==> config.mk <==
export PLATFORM = sky130hd
export DESIGN_NAME = paula_audio_i2s_tx
export DESIGN_NICKNAME = d
export VERILOG_FILES = /design/src/rtl/paula_audio_i2s_tx.sv
export SDC_FILE = /design/constraint.sdc
export NUM_CORES = 1
export LEC_CHECK = 0
export ABC_AREA = 1
export BUFFER_PORTS_ARGS = -buffer_cell sky130_fd_sc_hd__buf_2
export CORE_MARGIN = 1
export CORE_UTILIZATION = 60
export DETAILED_ROUTE_END_ITERATION = 10
export PLACE_DENSITY = 0.85
export SYNTH_ARGS = -nofsm -noshare
export SYNTH_HDL_FRONTEND = slang
export SYNTH_SLANG_ARGS = --single-unit
==> constraint.sdc <==
create_clock -name clk -period 3.4 [get_ports clk]
set_input_delay 0.17 -clock clk [delete_from_list [all_inputs] [get_ports clk]]
set_output_delay 0.17 -clock clk [all_outputs]
set_load 0.01 [all_outputs]
==> src/rtl/paula_audio_i2s_tx.sv <==
// Paula audio I2S transmitter: 64-bit Philips frames, 16-bit words.
// Both mixer sums are captured together once per frame.
module paula_audio_i2s_tx #(
  parameter int BCLK_DIV = 4
) (
  input  logic        clk,
  input  logic        reset_n,
  input  logic [14:0] ldatasum,
  input  logic [14:0] rdatasum,
  input  logic        mute,
  output logic        i2s_bclk,
  output logic        i2s_lrck,
  output logic        i2s_sdata,
  output logic        frame_strobe
);

  localparam int DW = (BCLK_DIV > 1) ? $clog2(BCLK_DIV) : 1;
  localparam logic [DW-1:0] DIV_LAST = DW'(BCLK_DIV - 1);

  logic [DW-1:0] div_cnt;
  logic [5:0]    bit_cnt;
  logic [5:0]    bit_nxt;
  logic [15:0]   shadow_l;
  logic [15:0]   shadow_r;
  logic [15:0]   word;
  logic [4:0]    k;
  logic [3:0]    idx;
  logic          div_wrap;
  logic          fall;
  logic          frame_wrap;
  logic          sdata_nxt;

  always_comb begin
    div_wrap   = (div_cnt == DIV_LAST);
    fall       = div_wrap & i2s_bclk;
    bit_nxt    = bit_cnt + 6'd1;
    frame_wrap = fall & (bit_cnt == 6'd63);
    k          = bit_nxt[4:0];
    idx        = 4'(5'd16 - k);
    word       = bit_nxt[5] ? shadow_r : shadow_l;
  end

  // slot bit 0 is the I2S one-bit delay, 17..31 are padding
  always_comb begin
    sdata_nxt = 1'b0;
    unique case (1'b1)
      (k >= 5'd1 && k <= 5'd16): sdata_nxt = word[idx];
      default:                   sdata_nxt = 1'b0;
    endcase
  end

  always_ff @(posedge clk or negedge reset_n) begin
    if (!reset_n) begin
      div_cnt      <= '0;
      bit_cnt      <= 6'd63;
      i2s_bclk     <= 1'b0;
      i2s_lrck     <= 1'b1;
      i2s_sdata    <= 1'b0;
      frame_strobe <= 1'b0;
      shadow_l     <= '0;
      shadow_r     <= '0;
    end else begin
      frame_strobe <= frame_wrap;
      div_cnt      <= div_wrap ? '0 : DW'(div_cnt + 1'b1);
      if (div_wrap)
        i2s_bclk <= ~i2s_bclk;
      if (fall) begin
        bit_cnt   <= bit_nxt;
        i2s_lrck  <= bit_nxt[5];
        i2s_sdata <= sdata_nxt;
      end
      if (frame_wrap) begin
        shadow_l <= mute ? 16'h0000 : {ldatasum, 1'b0};
        shadow_r <= mute ? 16'h0000 : {rdatasum, 1'b0};
      end
    end
  end

endmodule
Word level (Yosys, flattened, before mapping)
Index checks and enable logic that the tools add are counted.
{"block": "op_classes", "n_addsub": 3, "n_lt_le_gt_ge": 3, "mux": 7, "eq_ne": 2, "reduce_logical": 1, "bitwise_logic": 3}
{"operator": "16-bit 2-to-1 mux", "n": 3}
{"operator": "6-bit by 1-bit adder with 6-bit output (second input constant)", "n": 1}
{"operator": "6-bit equality test (second input constant)", "n": 1}
{"operator": "5-bit by 1-bit >= comparator with 1-bit output (second input constant)", "n": 1}
{"operator": "5-bit less-or-equal comparator (second input constant)", "n": 1}
{"operator": "4-bit by 5-bit < comparator with 1-bit output (second input constant)", "n": 1}
{"operator": "1-bit binary-select mux with 4-bit select", "n": 1}
{"operator": "1-bit by 4-bit subtractor with 4-bit output (first input constant)", "n": 1}
{"operator": "2-bit by 1-bit adder with 2-bit output (second input constant)", "n": 1}
{"operator": "1-bit AND", "n": 2}
{"operator": "2-bit equality test (second input constant)", "n": 1}
{"operator": "1-bit 2-to-1 mux", "n": 2}
{"operator": "2-bit 2-to-1 mux", "n": 1}
{"operator": "1-bit logical AND", "n": 1}
{"operator": "1-bit NOT", "n": 1}
{"block": "word_totals", "wordCells": 27, "in_bits": 33, "output_inout_bits": 4, "ff_bits": 44}

Longest topological paths before layout
{"block": "logic_depth", "word_depth": 5, "depth_mapped": 15}

Least setup slack after synthesis
OpenSTA, ideal clock, no wires.
{"block": "synth_path", "path_kind": "reg-to-reg", "from": "register bit_cnt[1]", "to": "register shadow_r[10]", "synth_period_minus_slack_ps": 1721, "arrival_ps": 1590, "setup_ps": 131, "path_stages_with_launch": 8, "slack_ps": 1679, "path_cell_list": "dfstp_2 ha_1 nand2_1 nor2_1 nand4_1 clkbuf_1 nand2_1 o21ai_0"}
{"block": "synth_between", "elab_chain_len": 2}
{"element": "from (decl)", "line_no": "21", "source": "logic [5:0] bit_cnt;"}
{"element": "from (signal assigned)", "line_no": "68", "source": "bit_cnt <= bit_nxt;"}
{"element": "6-bit equality test", "line_no": "37", "source": "frame_wrap = fall & (bit_cnt == 6'd63);"}
{"element": "1-bit AND", "line_no": "37"}
{"element": "to (signal assigned)", "line_no": "74", "source": "shadow_r <= mute ? 16'h0000 : {rdatasum, 1'b0};"}
{"element": "to (decl)", "line_no": "24", "source": "logic [15:0] shadow_r;"}
Every way passes these cells.
A chain may end at the register's enable or synchronous reset.

Final worst setup path
{"block": "layout_path", "from": "register bit_cnt[0]", "to": "register i2s_sdata"}
{"block": "layout_between", "elab_chain_len": 5}
{"element": "6-bit by 1-bit adder with 6-bit output (*)", "line_no": "36", "source": "bit_nxt = bit_cnt + 6'd1;"}
{"element": "net bit_nxt[0]", "line_no": "22", "source": "logic [5:0] bit_nxt;"}
{"element": "1-bit by 4-bit subtractor with 4-bit output", "line_no": "39", "source": "idx = 4'(5'd16 - k);"}
{"element": "1-bit binary-select mux with 4-bit select", "line_no": "47", "source": "(k >= 5'd1 && k <= 5'd16): sdata_nxt = word[idx];"}
{"element": "1-bit 2-to-1 mux (implied by the code)", "line_no": "47"}
{"element": "1-bit 2-to-1 mux (*)", "line_no": "46", "source": "unique case (1'b1)"}
{"element": "to (signal assigned)", "line_no": "70", "source": "i2s_sdata <= sdata_nxt;"}
{"element": "to (decl)", "line_no": "13", "source": "output logic i2s_sdata,"}
The timed path passes the listed nets; every way through them passes the cells marked *. The select of a mux whose other input is x is not followed.

==> flow_summary.toml <==
[finish]
final_util = 0.705
layout-drive-gt1-share = 0.215
final_nets = 338
final_cell_mix = "108 x nand2_1, 36 x buf_2, 35 x dfrtp_1"
area_growth_pct = 11.4
n_antenna_cell = 0
fill_cells = 309
layout_commonest_cell = "nand2_1"

[outcome]
run_status = "finished clean"

[yosys]
synthArstFlopShare = 1.00
synth_ff_type = "dfrtp_1"
syn-num-nets = 306
synth_cell_types = 31
syn_avg_cell_area_um2 = 7.88
syn_area_mm2 = 0.00213
syn_inst = 270
synth-seq-cells = 41
ys_seq_area_frac = 0.486
yosysWarningCount = 0
synth-edff-count = 0

[worst_setup_path]
critPathMaxFanout = 12
r2r_cells = 12
r2r_start = "bit_cnt[0]$_DFFE_PN1P_"
worstSetupPathType = "reg2reg"
crit_arrival_ns = 2.35
cp.required_ns = 3.63
r2r-end = "i2s_sdata$_DFFE_PN0P_"
critPathLaunchType = "flop"
end_kind = "flop"
r2r_slack_ns = 1.28

[drt]
drt-total-wl_um = 4240
route.detailed.drc = 0
vias = 1819
ant_nets = 0
viasPerCell = 5.21
dr.pass1.iters = 4
wl_per_cell_um = 12.1
drt_iter0_drc = 101

[clocking]
numCtsBuffers = 5
cts-root-buf = "clkbuf_4"
cts_tree = "built"
cts_resized = 0
clk_pin_slew_ns = 0.11
cts_sinks = 41
cts.path.max_buffers = 2
clock_latency_ns = 0.33
htree_levels = 2

[sta]
min_period_over_period = 0.623
clock_skew_ns = 0.00963
worstMarginPinSlew_ns = 0.864
final.min_clock_period_ns = 2.12
hold_viol_final = 0
grt_setup_unrepaired = "false"
maxSlewViolCount = 0
max_clock_freq_ghz = 0.472
max-slew-margin-rel = 0.424
fin_hold_ws_ns = 0.0654
setup_viol = 0
setup_tns_ns = 0

[min_path]
hp-start = "rdatasum[0]"
hp-class = "in2reg"
hold_depth = 3
holdPathEnd = "shadow_r[1]$_DFFE_PN0P_"

[power]
worst_ir_drop_vdd_mv = 0.251
powerDensity_mw_per_mm2 = 327
p_leak_nw = 1.25

[global_routing]
grt_pass1_vias = 1651
antenna_found_initial = 0
grt_pass1_wl_um = 6950
grt_max_degree = 55
grt_remaining_overflow = 0
grt_usage = 0.256

[placed_design]
gp_congestion = 0.859
portBuffers = 36
dp_hpwl_um = 3090

[die]
die_y_um = 61.6
num_io_pins = 37
start_util = 0.633
die_x_um = 61.6
core_area_mm2 = 0.00336
num_rows = 21
die_area_mm2 = 0.00379

[run]
cap_violations = 0
-- synth_stat cells, types with 2 or more instances --
master / n / share of area
buf_4: 2 / 0.0071
inv_2: 3 / 0.0053
nand3_1: 21 / 0.049
a211oi_1: 2 / 0.0071
xor2_1: 3 / 0.012
ha_1: 3 / 0.018
nand2_2: 3 / 0.0088
inv_1: 12 / 0.021
clkbuf_1: 9 / 0.016
dfstp_2: 6 / 0.074
a21oi_1: 3 / 0.0071
o21ai_0: 34 / 0.080
nor2_1: 9 / 0.016
nand2_1: 108 / 0.19
nand3_2: 2 / 0.0094
dfrtp_1: 35 / 0.41
-- state kept, by name, indices dropped and copies added (netlist names) --
name	count
i2s_lrck	1
shadow_l	15
i2s_sdata	1
bit_cnt	5
frame_strobe	1
div_cnt	2
i2s_bclk	1
shadow_r	15
-- how the worst max path moves through the flow --
| stage | from | endpoint | slack (ns) | cells past startpoint |
|---|---|---|---|---|
| after global placement | bit_cnt[0]$_DFFE_PN1P_ | i2s_sdata$_DFFE_PN0P_ | 1.34 | 12 |
| after global routing | bit_cnt[0]$_DFFE_PN1P_ | i2s_sdata$_DFFE_PN0P_ | 1.05 | 12 |
| after CTS | bit_cnt[0]$_DFFE_PN1P_ | i2s_sdata$_DFFE_PN0P_ | 1.28 | 12 |
| after detailed placement | bit_cnt[0]$_DFFE_PN1P_ | i2s_sdata$_DFFE_PN0P_ | 1.31 | 12 |
| final | bit_cnt[0]$_DFFE_PN1P_ | i2s_sdata$_DFFE_PN0P_ | 1.28 | 12 |
| after floorplan | bit_cnt[1]$_DFFE_PN1P_ | shadow_r[10]$_DFFE_PN0P_ | 1.68 | 7 |
-- power by group --
part           internal [mW]  total [mW]  switching [mW]
clock                  0.101       0.249           0.148
combinational         0.0170      0.0384          0.0214
sequential             0.488       0.488               0
-- critical path: stages, from the launching register on --
cell	delay [ns]
dfstp_2	0.73
inv_2	0.13
ha_1	0.32
inv_1	0.11
nor2_1	0.10
nor2_1	0.24
nand2_1	0.08
nand2_1	0.06
nand2_1	0.04
nand2_1	0.05
nand2_1	0.04
nand3_1	0.06
nand2_1	0.05
-- timing repair --
item	in CTS	in global routing
setup buffers	0	0
endpoints found under the hold margin	35	0
hold buffers	1	0
-- through the flow --
stage	instances	setup WS, ns	total power [mW]	area [um^2]
after floorplan	270	1.68	0.507	2130
after global placement	340	1.34	0.535	2300
after detailed placement	340	1.31	0.536	2300
after CTS	349	1.28	0.783	2370
after global routing	349	1.05	0.806	2370
final	349	1.28	0.775	2370
-- final cells by class --
type	instances	area (um^2)	share of cell area
repair buffers	38	198	0.0834
well taps	46	57.6	0.0243
flip-flops and latches	41	1030	0.436
inverters	16	60.1	0.0253
multi-input cells	200	960	0.405
clock inverters	1	7.51	0.00317
clock buffers	7	55.1	0.0232
-- layer usage --
metal	part of all wire	vias to the layer above	GRT usage
met5	0	-	0
met1	0.47	845	0.333
met4	0.0092	0	0.0667
met3	0.042	4	0.0504
li1	-	933	-
met2	0.48	37	0.439
-- logic make-up after synthesis --
kind of cell	synth area share
compound gates	0.112
xor+xnor	0.0165
fa+ha+maj	0.0176
buf+inv	0.0635
flops	0.486
simple gates	0.305
(Power assumes the default switching activity.)
